## config.mk

```make
export PLATFORM = sky130hd
export DESIGN_NAME = mem_port_arbiter_flat
export DESIGN_NICKNAME = d
export VERILOG_FILES = /design/src/rtl/mem_port_arbiter_if.sv /design/src/rtl/mem_port_arbiter.sv /design/src/flat_wrapper.sv
export SDC_FILE = /design/constraint.sdc
export NUM_CORES = 1
export LEC_CHECK = 0
export CORE_AREA = 10 10 115 117
export CTS_CLUSTER_DIAMETER = 120
export DETAILED_ROUTE_END_ITERATION = 10
export DIE_AREA = 0 0 125 127
export DONT_BUFFER_PORTS = 1
export PLACE_DENSITY = 0.39
export SYNTH_ARGS = -nofsm -noshare
export SYNTH_HDL_FRONTEND = slang
export SYNTH_SLANG_ARGS = --single-unit
export TNS_END_PERCENT = 30
```

## constraint.sdc

```tcl
create_clock -name clk_i -period 2.1 [get_ports clk_i]
set_clock_uncertainty 0.2 [all_clocks]
set_input_delay 0 -clock clk_i [delete_from_list [all_inputs] [get_ports clk_i]]
set_output_delay 0 -clock clk_i [all_outputs]
set_load 0.05 [all_outputs]
```

## src/rtl/mem_port_arbiter_if.sv

```systemverilog
// rtl/mem_port_arbiter_if.sv - memory-protocol bus (req/gnt request, valid/rdata response)
//
// Purpose: one memory-protocol link between a requester and a responder.
// Signals:
//   req, addr, wdata, be, we : request, driven by the master side
//   gnt                      : request accepted, driven by the slave side
//   valid, rdata             : response, driven by the slave side
// Modports: master (issues requests), slave (accepts requests).
interface mem_port_arbiter_if #(
  parameter int ADDR_WIDTH = 32,
  parameter int DATA_WIDTH = 32
);
  logic                    req;
  logic                    gnt;
  logic [ADDR_WIDTH-1:0]   addr;
  logic [DATA_WIDTH-1:0]   wdata;
  logic [DATA_WIDTH/8-1:0] be;
  logic                    we;
  logic                    valid;
  logic [DATA_WIDTH-1:0]   rdata;

  modport master (output req, addr, wdata, be, we, input gnt, valid, rdata);
  modport slave  (input req, addr, wdata, be, we, output gnt, valid, rdata);
endinterface

```

## src/rtl/mem_port_arbiter.sv

```systemverilog
// rtl/mem_port_arbiter.sv - two-to-one memory-protocol arbiter with in-order response routing
//
// Purpose: shares one memory slave between two masters. One request is
// selected and forwarded combinationally each cycle; the ID of every
// accepted request is queued so in-order responses return to their origin.
// Ports:
//   clk_i, rst_i : clock, asynchronous active-high reset
//   busy_o       : request pending or response outstanding
//   s0_mem       : master 0 link (slave modport)
//   s1_mem       : master 1 link (slave modport)
//   m_mem        : memory link (master modport)
// Options:
//   MEM_ARB_RR_EN     : round-robin on ties (default fixed priority, master 0 wins)
//   MEM_ARB_ASSERT_ON : enables the simulation assertion on responses with no
//                       outstanding request
module mem_port_arbiter #(
  parameter int ADDR_WIDTH      = 32,
  parameter int DATA_WIDTH      = 32,
  parameter int MAX_OUTSTANDING = 2
) (
  input  logic                clk_i,
  input  logic                rst_i,
  output logic                busy_o,
  mem_port_arbiter_if.slave   s0_mem,
  mem_port_arbiter_if.slave   s1_mem,
  mem_port_arbiter_if.master  m_mem
);
  localparam int PTR_W = (MAX_OUTSTANDING > 1) ? $clog2(MAX_OUTSTANDING) : 1;
  localparam int CNT_W = $clog2(MAX_OUTSTANDING + 1);

  logic [MAX_OUTSTANDING-1:0] id_q;
  logic [PTR_W-1:0]           wr_ptr_q;
  logic [PTR_W-1:0]           rd_ptr_q;
  logic [CNT_W-1:0]           count_q;
  logic                       last_q;

  logic                    full;
  logic                    empty;
  logic                    tie_winner;
  logic                    sel;
  logic                    accept;
  logic                    pop;
  logic                    head;
  logic                    drop_resp;
  logic [ADDR_WIDTH-1:0]   sel_addr;
  logic [DATA_WIDTH-1:0]   sel_wdata;
  logic [DATA_WIDTH/8-1:0] sel_be;

  function automatic logic [PTR_W-1:0] ptr_inc(input logic [PTR_W-1:0] p);
    ptr_inc = (p == PTR_W'(MAX_OUTSTANDING - 1)) ? '0 : p + PTR_W'(1);
  endfunction

  assign full  = (count_q == CNT_W'(MAX_OUTSTANDING));
  assign empty = (count_q == '0);

`ifdef MEM_ARB_RR_EN
  assign tie_winner = ~last_q;
`else
  // last_q keeps updating for visibility but never influences the choice.
  assign tie_winner = last_q & 1'b0;
`endif

  // Idle selects master 0 so its fields appear on the memory bus.
  always_comb begin
    sel = 1'b0;
    if (s0_mem.req && s1_mem.req) begin
      sel = tie_winner;
    end else if (s1_mem.req) begin
      sel = 1'b1;
    end
  end

  assign sel_addr  = sel ? s1_mem.addr  : s0_mem.addr;
  assign sel_wdata = sel ? s1_mem.wdata : s0_mem.wdata;
  assign sel_be    = sel ? s1_mem.be    : s0_mem.be;

  // A full FIFO blocks requests even if a response pops this same cycle.
  assign m_mem.req   = (s0_mem.req | s1_mem.req) & ~full;
  assign m_mem.addr  = sel_addr;
  assign m_mem.wdata = sel_wdata;
  assign m_mem.be    = sel_be;
  assign m_mem.we    = sel ? s1_mem.we : s0_mem.we;

  assign accept     = m_mem.req & m_mem.gnt;
  assign s0_mem.gnt = accept & ~sel;
  assign s1_mem.gnt = accept & sel;

  // Responses with nothing outstanding are discarded.
  assign head         = id_q[rd_ptr_q];
  assign pop          = m_mem.valid & ~empty;
  assign drop_resp    = m_mem.valid & empty;
  assign s0_mem.valid = pop & ~head;
  assign s1_mem.valid = pop & head;
  assign s0_mem.rdata = m_mem.rdata;
  assign s1_mem.rdata = m_mem.rdata;

  assign busy_o = ~empty | s0_mem.req | s1_mem.req;

  always_ff @(posedge clk_i or posedge rst_i) begin
    if (rst_i) begin
      id_q     <= '0;
      wr_ptr_q <= '0;
      rd_ptr_q <= '0;
      count_q  <= '0;
      last_q   <= 1'b1;
    end else begin
      if (accept) begin
        id_q[wr_ptr_q] <= sel;
        wr_ptr_q       <= ptr_inc(wr_ptr_q);
        last_q         <= sel;
      end
      if (pop) begin
        rd_ptr_q <= ptr_inc(rd_ptr_q);
      end
      case ({accept, pop})
        2'b10:   count_q <= count_q + CNT_W'(1);
        2'b01:   count_q <= count_q - CNT_W'(1);
        default: count_q <= count_q;
      endcase
    end
  end

`ifdef MEM_ARB_ASSERT_ON
  always_ff @(posedge clk_i) begin
    if (!rst_i) begin
      assert (!drop_resp) else $error("mem_port_arbiter: response with no outstanding request");
    end
  end
`endif
endmodule

```

## src/flat_wrapper.sv

```systemverilog
// flat-port wrapper written by rule: the top's interface ports become plain ports
module mem_port_arbiter_flat 
#(
  parameter int ADDR_WIDTH      = 32,
  parameter int DATA_WIDTH      = 32,
  parameter int MAX_OUTSTANDING = 2
)
  (clk_i, rst_i, busy_o, s0_mem_req, s0_mem_addr, s0_mem_wdata, s0_mem_be, s0_mem_we, s0_mem_gnt, s0_mem_valid, s0_mem_rdata, s1_mem_req, s1_mem_addr, s1_mem_wdata, s1_mem_be, s1_mem_we, s1_mem_gnt, s1_mem_valid, s1_mem_rdata, m_mem_req, m_mem_addr, m_mem_wdata, m_mem_be, m_mem_we, m_mem_gnt, m_mem_valid, m_mem_rdata);
  mem_port_arbiter_if #(.ADDR_WIDTH(ADDR_WIDTH), .DATA_WIDTH(DATA_WIDTH)) s0_mem_i ();
  mem_port_arbiter_if #(.ADDR_WIDTH(ADDR_WIDTH), .DATA_WIDTH(DATA_WIDTH)) s1_mem_i ();
  mem_port_arbiter_if #(.ADDR_WIDTH(ADDR_WIDTH), .DATA_WIDTH(DATA_WIDTH)) m_mem_i ();
  input  logic clk_i;
  input  logic rst_i;
  output logic busy_o;
  input wire logic [$bits(s0_mem_i.req)-1:0] s0_mem_req;
  input wire logic [$bits(s0_mem_i.addr)-1:0] s0_mem_addr;
  input wire logic [$bits(s0_mem_i.wdata)-1:0] s0_mem_wdata;
  input wire logic [$bits(s0_mem_i.be)-1:0] s0_mem_be;
  input wire logic [$bits(s0_mem_i.we)-1:0] s0_mem_we;
  output wire logic [$bits(s0_mem_i.gnt)-1:0] s0_mem_gnt;
  output wire logic [$bits(s0_mem_i.valid)-1:0] s0_mem_valid;
  output wire logic [$bits(s0_mem_i.rdata)-1:0] s0_mem_rdata;
  input wire logic [$bits(s1_mem_i.req)-1:0] s1_mem_req;
  input wire logic [$bits(s1_mem_i.addr)-1:0] s1_mem_addr;
  input wire logic [$bits(s1_mem_i.wdata)-1:0] s1_mem_wdata;
  input wire logic [$bits(s1_mem_i.be)-1:0] s1_mem_be;
  input wire logic [$bits(s1_mem_i.we)-1:0] s1_mem_we;
  output wire logic [$bits(s1_mem_i.gnt)-1:0] s1_mem_gnt;
  output wire logic [$bits(s1_mem_i.valid)-1:0] s1_mem_valid;
  output wire logic [$bits(s1_mem_i.rdata)-1:0] s1_mem_rdata;
  output wire logic [$bits(m_mem_i.req)-1:0] m_mem_req;
  output wire logic [$bits(m_mem_i.addr)-1:0] m_mem_addr;
  output wire logic [$bits(m_mem_i.wdata)-1:0] m_mem_wdata;
  output wire logic [$bits(m_mem_i.be)-1:0] m_mem_be;
  output wire logic [$bits(m_mem_i.we)-1:0] m_mem_we;
  input wire logic [$bits(m_mem_i.gnt)-1:0] m_mem_gnt;
  input wire logic [$bits(m_mem_i.valid)-1:0] m_mem_valid;
  input wire logic [$bits(m_mem_i.rdata)-1:0] m_mem_rdata;
  assign s0_mem_i.req = s0_mem_req;
  assign s0_mem_i.addr = s0_mem_addr;
  assign s0_mem_i.wdata = s0_mem_wdata;
  assign s0_mem_i.be = s0_mem_be;
  assign s0_mem_i.we = s0_mem_we;
  assign s0_mem_gnt = s0_mem_i.gnt;
  assign s0_mem_valid = s0_mem_i.valid;
  assign s0_mem_rdata = s0_mem_i.rdata;
  assign s1_mem_i.req = s1_mem_req;
  assign s1_mem_i.addr = s1_mem_addr;
  assign s1_mem_i.wdata = s1_mem_wdata;
  assign s1_mem_i.be = s1_mem_be;
  assign s1_mem_i.we = s1_mem_we;
  assign s1_mem_gnt = s1_mem_i.gnt;
  assign s1_mem_valid = s1_mem_i.valid;
  assign s1_mem_rdata = s1_mem_i.rdata;
  assign m_mem_req = m_mem_i.req;
  assign m_mem_addr = m_mem_i.addr;
  assign m_mem_wdata = m_mem_i.wdata;
  assign m_mem_be = m_mem_i.be;
  assign m_mem_we = m_mem_i.we;
  assign m_mem_i.gnt = m_mem_gnt;
  assign m_mem_i.valid = m_mem_valid;
  assign m_mem_i.rdata = m_mem_rdata;
  mem_port_arbiter #(.ADDR_WIDTH(ADDR_WIDTH), .DATA_WIDTH(DATA_WIDTH), .MAX_OUTSTANDING(MAX_OUTSTANDING)) u_core (.clk_i(clk_i), .rst_i(rst_i), .busy_o(busy_o), .s0_mem(s0_mem_i), .s1_mem(s1_mem_i), .m_mem(m_mem_i));
endmodule
```

### Word-level counts from Yosys, hierarchy flattened

Cells that the tools add are included.

* flip-flop bits (word level): 6
* input port bits: 176

* add/sub/neg operators: 4
* order comparisons: 3
* eq/ne operators: 3
* multiplexer cells: 14
* bitwise logic cells: 14
* reductions and logical operators: 4

Operators with widths (count)
* 2-to-1 mux 32 bit: 2
* 2-to-1 mux 1 bit: 8
* bitwise AND 1 bit: 7
* == test 2 bit, second input constant: 2
* less-than comparator 1 x 2 -> 1 bit, second input constant: 2
* 2-to-1 mux 4 bit: 1
* inverter 1 bit: 4
* case mux 2 bit (2 select lines): 1
* OR 1 bit: 3
* adder 1 bit, second input constant: 2
* adder 2 x 1 -> 2 bit, second input constant: 1
* bitwise mux 2 bit: 1
* == test 2 x 1 -> 1 bit, second input constant: 1
* logical AND 1 bit: 2
* logical NOT 2 bit: 1
* nonzero test 2 bit: 1
* subtractor 2 x 1 -> 2 bit, second input constant: 1
* demux 1 bit (select 1 bit): 1
* >= comparator 1 bit, second input constant: 1

### Longest topological paths before layout

* depth after elaboration: 6
* gate-level depth with buffers: 6

### Worst setup path after synthesis

No wires, ideal clock.

* kind: register to register
* start: register u_core.count_q[0]
* end: register u_core.count_q[1]
* library setup time: 79 ps
* arrival: 1424 ps
* path slack: 396 ps
* stages on the path, launching flop included: 6
* cells stage by stage: dfrtp_1 o21ai_0 inv_1 ha_1 nor2_1 xor2_1

* elaborated cells on any way between the ends: 13

RTL lines
* start: declaration: line mem_port_arbiter.sv:34 `logic [CNT_W-1:0] count_q;`
* start signal: assignment: line mem_port_arbiter.sv:116 `2'b10: count_q <= count_q + CNT_W'(1);`
* start signal: assignment: line mem_port_arbiter.sv:117 `2'b01: count_q <= count_q - CNT_W'(1);`
* start signal: assignment: line mem_port_arbiter.sv:118 `default: count_q <= count_q;`
* logical NOT 2 bit (*): line mem_port_arbiter.sv:54 `assign empty = (count_q == '0);`
* inverter 1 bit (*): line mem_port_arbiter.sv:90 `assign pop = m_mem.valid & ~empty;`
* bitwise AND 1 bit (*): line mem_port_arbiter.sv:90
* via u_core.pop: line mem_port_arbiter.sv:42 `logic pop;`
* == test 2 x 1 -> 1 bit or == test 2 bit (tied branches): line mem_port_arbiter.sv:115 `case ({accept, pop})`
* case mux 2 bit (2 select lines) or nonzero test 2 bit (tied branches)

The timed path passes the listed nets; every way through them passes the cells marked *.
A chain may end at the register's enable or synchronous reset.

### Worst setup path in the final report

* start: register u_core.count_q[0]
* end: register u_core.count_q[1]

* cells in the longest elaborated chain, start to end: 6
* elaborated cells on any way between the ends: 13

RTL lines
* == test 2 bit: line mem_port_arbiter.sv:53 `assign full = (count_q == CNT_W'(MAX_OUTSTANDING));`
* inverter 1 bit: line mem_port_arbiter.sv:78 `assign m_mem.req = (s0_mem.req | s1_mem.req) & ~full;`
* bitwise AND 1 bit: line mem_port_arbiter.sv:78
* bitwise AND 1 bit: line mem_port_arbiter.sv:84 `assign accept = m_mem.req & m_mem.gnt;`
* == test 2 x 1 -> 1 bit or == test 2 bit (tied branches): line mem_port_arbiter.sv:115
* case mux 2 bit (2 select lines) or nonzero test 2 bit (tied branches)

Parallel ways exist; a longest one is shown, timed or not.

==> summary.md <==
| Metric | Value |
|---|---|
| Synth top area cells | nand2_1 (47%), buf_4 (29%), dfrtp_1 (8.9%) |
| FF+latch count, synth | 6 |
| Final instance area | around 1800 um2 |
| Main synth FF type | dfrtp_1 |
| Hold depth | 3 |
| Synth Area in Compound Gates | less than 1% |
| Cts bufs inserted | 3 |
| Type of origin of the critical path | register |
| DR WL/cell | between 15 and 20 um |
| Cell count after synthesis | around 320 |
| Largest family of logic cells by synthesized area | simple AND/OR/NAND/NOR gates |
| Worst reg-to-reg setup slack | between 0.3 and 0.4 ns |
| Worst Reg-to-Reg Cells | 5 |
| Total die area | around 16000 um2 |
| Hold endpoint | u_core.id_q[1] |
| Final GP Congestion | 0.705 |
| Area grow syn2layout | 8.87% |
| TritonCTS clock tree | yes |
| DIE WIDTH | ~130 um |
| Xor and xnor area share after synthesis | 2.61% |
| Starting Density | roughly 15% |
| Worst Path Arrival | roughly 1.7 ns |
| Routed vias/inst | 4.06 |
| P_leak | roughly 0.001 uW |
| Post-synthesis simple-gate area fraction | between 50 and 60% |
| Tcrit/Tclk final | ~82% |
| Area share of the largest cell type after synthesis | between 40 and 50% |
| Net Sw Frac | 62.0% |
| Synth cell types | 20 |
| Cell Int Power | a little under 700 uW |
| Post-synth EDFFs | 0 |
| FP Rows | 39 |
| Worst reg2reg startpoint | u_core.count_q[0] |
| Final hold vios | 0 |
| Drt total wl | 7760 um |
| Number of diodes | 0 |
| H-Tree Depth | 1 |
| Yosys top cell by area | nand2_1 |
| Resized cells post-CTS | 0 |
| Min-Delay Path Class | in2reg |
| Crit path max fanout | 6 |
| Initial antenna violation count | 0 |
| First-pass GRT wire length | ~11000 um |
| Worst Setup End Kind | register |
| Slew @ Worst Pin | about 1.0 ns |
| Final setup viols | 0 |
| GRT Util Overall | roughly 8.1% |
| Vias in the first global route | 1903 |
| Fraction of layout cells with a size suffix above 1 | 5.19% |
| WS Path Type | reg2reg |
| Cell Area, Synth | between 1500 and 2000 um2 |
| Routed Antenna Nets | 0 |
| Post-Synth Adder-Cell Area | less than 1% |
| Clock share of power | 17.1% |
| Max clock buf depth | 2 |
| Setup Fix Bufs, Post-CTS | 0 |
| WP data required | 2.05 ns |
| Clock slew at reported path FFs | ~0.030 ns |
| PD cells | 974 nW/um2 |
| Post-DP HPWL | ~5900 um |
| Max_cap viols | 0 |
| Via count | between 1500 and 2000 |
| Mux cell area share after synthesis | between 1.5 and 2% |
| Hold Crit Start | s0_mem_req |
| Slew HR | a little under a third |
| Syn_nets | approximately 500 |
| Initial DRT Pass Iterations | 5 |
| RR Endpoint | u_core.count_q[1] |
| Worst vdd ir | a little under 600 uV |
| Clk_lat worst skew | roughly 0.22 ns |
| P_sw | between 1000 and 1500 uW |
| Core area | approximately 11000 um2 |
| Avg Synthesized Cell Area | ~5.2 um2 |
| Port bufs | 0 |
| Max-slew violations | 0 |
| # IOs | 315 |
| Sequential Power Share | between 10% and 20% |
| Sequential-to-total area share from yosys stat | 8.95% |
| Comb pwr share | about 70% |
| GR Overflow Total | 0 |
| DRC errors left | 0 |
| Min cycle time layout | ~1.7 ns |
| DP Area | roughly 1400 um2 |
| DRT iter0 DRCs | 96 |
| Status | completed |
| RSZ-0062 raised after global routing | no |
| Sink Count | 6 |
| Post-layout nets | 468 |
| Largest net degree at the start of global routing | 73 |
| Share of synthesized registers carrying an async set or reset | 100% |
| Post-Route Setup TNS | 0 ns |
| Max Clock Freq | slightly below 0.6 GHz |
| Synth warn | 0 |
| Count leader, synth | nand2_1 |
| Die H | 127 um |
| Clk root buf | clkbuf_16 |
| Commonest cells post-synth | nand2_1 (208), buf_4 (64), buf_2 (16) |
==> layout make-up <==
type	count	area [um2]
fillers	1284	9300
well taps	143	179
multi-input cells	234	970
repair buffers	44	445
inverters	2	7.51
flip-flops and latches	6	150
clock buffers	3	75.1
==> metal layers <==
layer  up-vias  global-route usage (%)  wire (um)
li1        831                       -          -
met1       747                    8.55       2630
met2       172                    15.3       4180
met3         2                    3.27        940
met4         0                   0.813         12
met5         -                       0          0
==> worst max-delay path by stage <==
stage	end	start	depth (start not counted)
global route	u_core.count_q[1]	u_core.count_q[0]	6
global placement	u_core.count_q[1]	u_core.count_q[0]	6
floorplan	u_core.count_q[1]	u_core.count_q[0]	5
finish	u_core.count_q[1]	u_core.count_q[0]	5
detailed placement	u_core.count_q[1]	u_core.count_q[0]	5
CTS	u_core.count_q[1]	u_core.count_q[0]	5
==> sequential cells by signal (all words and copies together), names as in the netlist <==
register	count
u_core.count_q	2
u_core.id_q	2
u_core.rd_ptr_q	1
u_core.wr_ptr_q	1
==> through the flow <==
stage / setup WS (ns) / hold WS (ns) / util (%) / total power (uW) / std cells
detailed placement: 0.361 / -0.380 / 12.5 / 1180 / 393
finish: 0.370 / 0.00173 / 16.4 / 1780 / 432
floorplan: 0.396 / -0.409 / - / 1370 / 322
global route: 0.229 / 0.0548 / 16.4 / 1870 / 432
global placement: 0.499 / -0.374 / 12.5 / 1170 / 393
CTS: 0.355 / 0.00219 / 16.4 / 1800 / 432
==> critical path, stage by stage, from the launching register on <==
cell and delay (ns):
dfrtp_1 0.44, nand2b_1 0.17, nand3_1 0.18, ha_1 0.36, nor2_1 0.15, xor2_1 0.16
==> cell families after synthesis <==
logic type / Yosys count
AO/OA/AOI/OAI: 1
buffers and inverters: 82
multiplexers: 3
adder cells (fa/ha/maj): 1
flip-flops: 6
XOR/XNOR: 5
AND/OR/NAND/NOR: 224
==> power by group through the flow <==
stage                     clock, uW  combinational, uW  sequential (uW)
after floorplan                   0               1150              220
after global placement            0                941              230
after detailed placement          0                949              235
after CTS                       313               1250              234
after global routing            322               1310              242
final                           304               1240              235
==> layout by cell type, fill, tap and decap left out <==
cell,count
dfrtp_1,6
nand2b_2,1
inv_1,2
dlygate4sd3_1,36
nand3_1,1
buf_4,6
mux2i_1,1
nor3_1,1
or2_2,1
nand2_1,208
clkbuf_16,3
xnor2_1,4
xor2_1,1
ha_1,1
nand4b_1,1
o21ai_0,1
mux2_2,1
nor2_1,6
nor2b_1,2
nand2b_1,1
or3_1,1
buf_12,2
mux2_1,1
nor2b_4,1
==> timing repair <==
item                       4_1_cts  5_1_grt
hold endpoints to repair        74        0
setup endpoints to repair        0        0
hold buffers                    36        0
Power figures use the tool's default switching activity.
